**config.mk**
```make
export PLATFORM = sky130hd
export DESIGN_NAME = seq_detector_prog
export DESIGN_NICKNAME = d
export VERILOG_FILES = /design/src/rtl/seq_detector_prog.sv
export SDC_FILE = /design/constraint.sdc
export NUM_CORES = 1
export LEC_CHECK = 0
export ABC_CLOCK_PERIOD_IN_PS = 2250
export BUFFER_PORTS_ARGS = -buffer_cell sky130_fd_sc_hd__clkbuf_2
export CORE_MARGIN = 1
export CORE_UTILIZATION = 39
export CTS_CLUSTER_DIAMETER = 100
export CTS_CLUSTER_SIZE = 12
export DETAILED_ROUTE_END_ITERATION = 8
export GPL_ROUTABILITY_DRIVEN = 0
export PLACE_DENSITY = 0.6
export SLEW_MARGIN = 30
export SYNTH_ARGS = -nofsm -noshare
export SYNTH_HDL_FRONTEND = slang
export SYNTH_SLANG_ARGS = --single-unit
```
**constraint.sdc**
```tcl
create_clock -name clk -period 2.25 [get_ports clk]
set_clock_uncertainty 0.1 [all_clocks]
set_input_delay 0.225 -clock clk [delete_from_list [all_inputs] [get_ports clk]]
set_output_delay 0.225 -clock clk [all_outputs]
set_load 0.02 [all_outputs]
```
**src/rtl/seq_detector_prog.sv**
```systemverilog
// Programmable serial pattern detector with shadow configuration and overlap control.
// Define SEQ_DET_MATCH_CNT_EN to build the saturating match counter; otherwise match_cnt is tied to 0.
module seq_detector_prog #(
  parameter int MAX_LEN = 8,
  parameter int CNT_W   = 8
) (
  input  logic                       clk,
  input  logic                       rstn,
  input  logic                       din,
  input  logic                       din_valid,
  input  logic                       cfg_load,
  input  logic [MAX_LEN-1:0]         cfg_pattern,
  input  logic [$clog2(MAX_LEN):0]   cfg_len,
  input  logic                       cfg_overlap,
  output logic                       detect,
  output logic [CNT_W-1:0]           match_cnt
);

  localparam int LW = $clog2(MAX_LEN) + 1;
  localparam logic [LW-1:0] LEN_MAX = LW'(MAX_LEN);
  localparam logic [LW-1:0] LEN_MIN = LW'(2);

  logic [MAX_LEN-1:0] pat;
  logic [LW-1:0]      len;
  logic               overlap;
  logic [MAX_LEN-1:0] hist;
  logic [LW-1:0]      fill;

  logic [MAX_LEN-1:0] hist_next;
  logic [LW-1:0]      fill_next;
  logic [MAX_LEN-1:0] mask;
  logic               enabled;
  logic               match;

  always_comb begin
    hist_next = {hist[MAX_LEN-2:0], din};
    fill_next = (fill == LEN_MAX) ? fill : fill + 1'b1;
    mask      = '0;
    for (int i = 0; i < MAX_LEN; i++) begin
      mask[i] = (LW'(i) < len);
    end
    enabled = (len >= LEN_MIN);
    match   = din_valid && enabled && (fill_next >= len) &&
              (((hist_next ^ pat) & mask) == '0);
  end

  always_ff @(posedge clk) begin
    if (!rstn) begin
      pat     <= '0;
      len     <= '0;
      overlap <= 1'b0;
      hist    <= '0;
      fill    <= '0;
      detect  <= 1'b0;
    end else if (cfg_load) begin
      pat     <= cfg_pattern;
      len     <= (cfg_len > LEN_MAX) ? LEN_MAX : cfg_len;
      overlap <= cfg_overlap;
      hist    <= '0;
      fill    <= '0;
      detect  <= 1'b0;
    end else if (din_valid) begin
      hist <= hist_next;
      // Non-overlap restarts the fill count so no matched bit is reused.
      fill <= (match && !overlap) ? '0 : fill_next;
      if (enabled) detect <= match;
    end
  end

`ifdef SEQ_DET_MATCH_CNT_EN
  logic [CNT_W-1:0] cnt;

  always_ff @(posedge clk) begin
    if (!rstn || cfg_load) begin
      cnt <= '0;
    end else if (match && (cnt != '1)) begin
      cnt <= cnt + 1'b1;
    end
  end

  assign match_cnt = cnt;
`else
  assign match_cnt = '0;
`endif

endmodule

```
==> flow_summary_export.csv <==
group,metric,value,unit
floorplan,start_util,42.7,%
critical_path,critPathMaxStageDelay,370,ps
yosys,synth-xor-area-share,8.37,%
yosys,synthDistinctLibCells,31,
critical_path,critPathTopFamily,"compound AO/OA/AOI/OAI gates",
layout,final_common_cell,"dfxtp_1",
clocking,clk_latency,320,ps
route,drt-initial-drc-count,20,
critical_path,worst_ep_required_time,2380,ps
layout,multiInputGateArea,763,µm²
yosys,avgSynthCellArea,9.21,µm²
floorplan,rows,20,
route,drc,0,
critical_path,worstPathCellList,"inv_1 -> ha_1 -> nand2_1 -> nand3_1 -> o21ai_2 -> ha_1 -> o21ai_1 -> a21oi_1 -> o2111a_2 -> o21a_1",
grt,antenna_found_initial,0,
clocking,ctsHtreeMaxLevel,1,
sta,hold_viol,0,
route,num_vias,984,
clocking,clock_path_buffers,2,
layout,finalNetCount,186,
yosys,synth_mux_area_share,12.7,%
critical_path,crit_fanout,5,
layout,drive_gt1_share,17.4,%
yosys,ys_top_cells_by_area,"dfxtp_1 (37%), mux2i_1 (13%), nor2b_1 (7.0%)",
sta,finalSetupViolations,0,
yosys,syn_inst,146,
route,drt_wl_total,2.46,mm
place,numPortBuffers,18,
layout,syn_to_final_growth,8.84,%
critical_path,critical_path_class,"reg2reg",
yosys,synth.top_cell.area_share,37.2,%
yosys,yosys.area.top_type,"dfxtp_1",
worst_hold_path,holdCritPathClass,"in2reg",
yosys,synthAdderAreaFrac,5.58,%
place,dp_hpwl,1.81,mm
layout,fillers,324,
layout,antenna_cells,0,
grt,grt_util_all_layers,15.9,%
layout,layout_common_cells,"dfxtp_1 (24), clkbuf_2 (18), mux2i_1 (17)",
floorplan,io_pins,27,
power,ir_drop,0.000330,V
power,power_density,541,mW/mm²
clocking,numClockSinks,25,
grt,grt_max_degree,18,
critical_path,endpoint_kind,"register",
yosys,synth_top_family_by_area,"simple AND/OR/NAND/NOR gates",
sta,fin_crit,2130,ps
sta,tns,0,ps
flow_run,drv_cap,0,
grt,grt_pass1_wl,4.21,mm
floorplan,fp.dieH,60.7,µm
outcome,outcome,"finished, final reports clean",
yosys,syn_area,0.00135,mm²
floorplan,dieWidth,60.7,µm
critical_path,cp_num_buf_inv,1,
yosys,ys_seq_area_share,37.2,%
critical_path,worst_setup_path_start_kind,"register",
critical_path,cpMostUsedCell,"ha_1",
grt,grt_pass1_vias,981,
sta,max_freq,469,MHz
power,p_int,576,µW
power,switchingPower,216,µW
clocking,cts_made_buffers,3,
place,placed_cell_area,0.00143,mm²
critical_path,slowest_stage,"dfxtp_2",
clocking,clk_pin_slew_worst_paths,140,ps
route,via_per_inst,4.80,
clocking,cts_tree,"done",
yosys,synth-seq-cells,25,
power,pwr-share-clk,26.0,%
sta,finalCritPeriodShare,94.7,%
layout,design_area,0.00146,mm²
sta,rsz0062_at_grt,"no",
grt,overflow,0,
power,pwr-share-seq,59.5,%
critical_path,arrival,2270,ps
power,comb_power_share,14.6,%
yosys,yosysWarningCount,0,
route,drt_pass1_iterations,4,
yosys,synth_simple_gate_area_share,16.7,%
layout,seq_area,502,µm²
power,switching_share,27.3,%
power,p_leak,0.000623,µW
floorplan,core_area,0.00315,mm²
route,routedWlPerCell,12.0,µm
route,final_antenna_net_count,0,
yosys,synth_compound_area_share,11.0,%
clocking,clock-root-buffer,"clkbuf_4",
floorplan,dieArea,0.00369,mm²
sta,slew_viol_final,0,
==> layout make-up <==
type | count | area share, %
flip-flops and latches | 25 | 34.3
repair buffers | 18 | 6.15
clock inverters | 1 | 0.342
clock buffers | 3 | 1.54
well taps | 44 | 3.76
inverters | 7 | 1.79
multi-input cells | 107 | 52.1
==> registers in the layout, indices dropped and copies added, names as in the netlist <==
| name | count |
|---|---|
| pat | 8 |
| hist | 7 |
| fill | 4 |
| len | 4 |
| detect | 1 |
| overlap | 1 |
==> power by group through the flow <==
stage,clock [µW],combinational [µW],sequential (µW)
4_1_cts,214,116,471
6_report,206,115,471
3_3_place_gp,0,113,481
3_5_place_dp,0,115,481
5_1_grt,230,132,473
2_1_floorplan,0,98.0,478
==> synthesized netlist by cell type <==
| cell | count |
|---|---|
| nor2_1 | 10 |
| dfxtp_1 | 25 |
| o21ai_0 | 6 |
| clkbuf_1 | 4 |
| a221o_1 | 1 |
| o21a_1 | 1 |
| buf_4 | 8 |
| nor3_1 | 2 |
| buf_2 | 2 |
| a21oi_1 | 4 |
| a31oi_1 | 1 |
| xor2_2 | 1 |
| o211ai_1 | 1 |
| nor2b_1 | 15 |
| nand2b_1 | 1 |
| mux2i_1 | 17 |
| o31ai_1 | 1 |
| conb_1 | 1 |
| inv_1 | 7 |
| and2_1 | 3 |
| nand4_1 | 1 |
| nor4_1 | 1 |
| nand2_1 | 4 |
| o2bb2ai_1 | 1 |
| o22ai_1 | 2 |
| xor2_1 | 4 |
| nand3_1 | 6 |
| a211oi_2 | 2 |
| o2111a_2 | 1 |
| xnor2_1 | 7 |
| ha_1 | 6 |
==> kinds of logic (layout without fill, tap and decap cells) <==
| family | count (synthesis) | after routing |
|---|---|---|
| flops | 25 | 25 |
| other cells | 1 | 8 |
| simple gates | 43 | 43 |
| mux | 17 | 17 |
| xor+xnor | 12 | 12 |
| fa+ha+maj | 6 | 6 |
| buf+inv | 21 | 29 |
| compound gates | 21 | 21 |
==> path summary, 6_finish.rpt <==
path                          end            startpoint  slack [ps]  depth (start not counted)
min reg2reg  hist[6]$_SDFFE_PP0P_  hist[6]$_SDFFE_PP0P_         450                          2
max reg2reg   detect$_SDFFE_PP0P_  fill[0]$_SDFFE_PP0P_         120                         10
min           len[0]$_SDFFE_PN0P_            cfg_len[0]          50                          3
max           detect$_SDFFE_PP0P_  fill[0]$_SDFFE_PP0P_         120                         10
==> worst register-to-register path: cells and delay by family, from the launching register on <==
family / cells / cell delay [ps]
compound gates: 5 / 820
buf+inv: 1 / 80
simple gates: 2 / 220
fa+ha+maj: 2 / 450
flops: 1 / 370
==> timing repair <==
item	4_1_cts	5_1_grt
setup buffers	0	0
gates cloned	0	0
gates resized for setup	1	3
hold buffers	0	0
setup endpoints to repair	3	5
==> routing by layer <==
metal	track usage, %	vias to the layer above	wire length, µm
li1	-	507	-
met1	19.4	439	1140
met2	26.4	32	1110
met3	4.90	6	151
met4	5.84	0	57
met5	0	-	0
==> through the flow <==
stage | power, µW | cells | worst slack [ps] | util, % | hold slack [ps]
4_1_cts | 801 | 205 | 12.2 | 46.3 | 45.0
2_1_floorplan | 576 | 153 | 210 | - | 253
5_1_grt | 835 | 205 | 19.5 | 46.4 | 68.6
3_5_place_dp | 596 | 201 | 45.9 | 45.4 | 389
6_report | 792 | 205 | 119 | 46.4 | 51.0
3_3_place_gp | 594 | 201 | 146 | 45.4 | 382
Note: power is estimated with default switching activity, not from simulation.
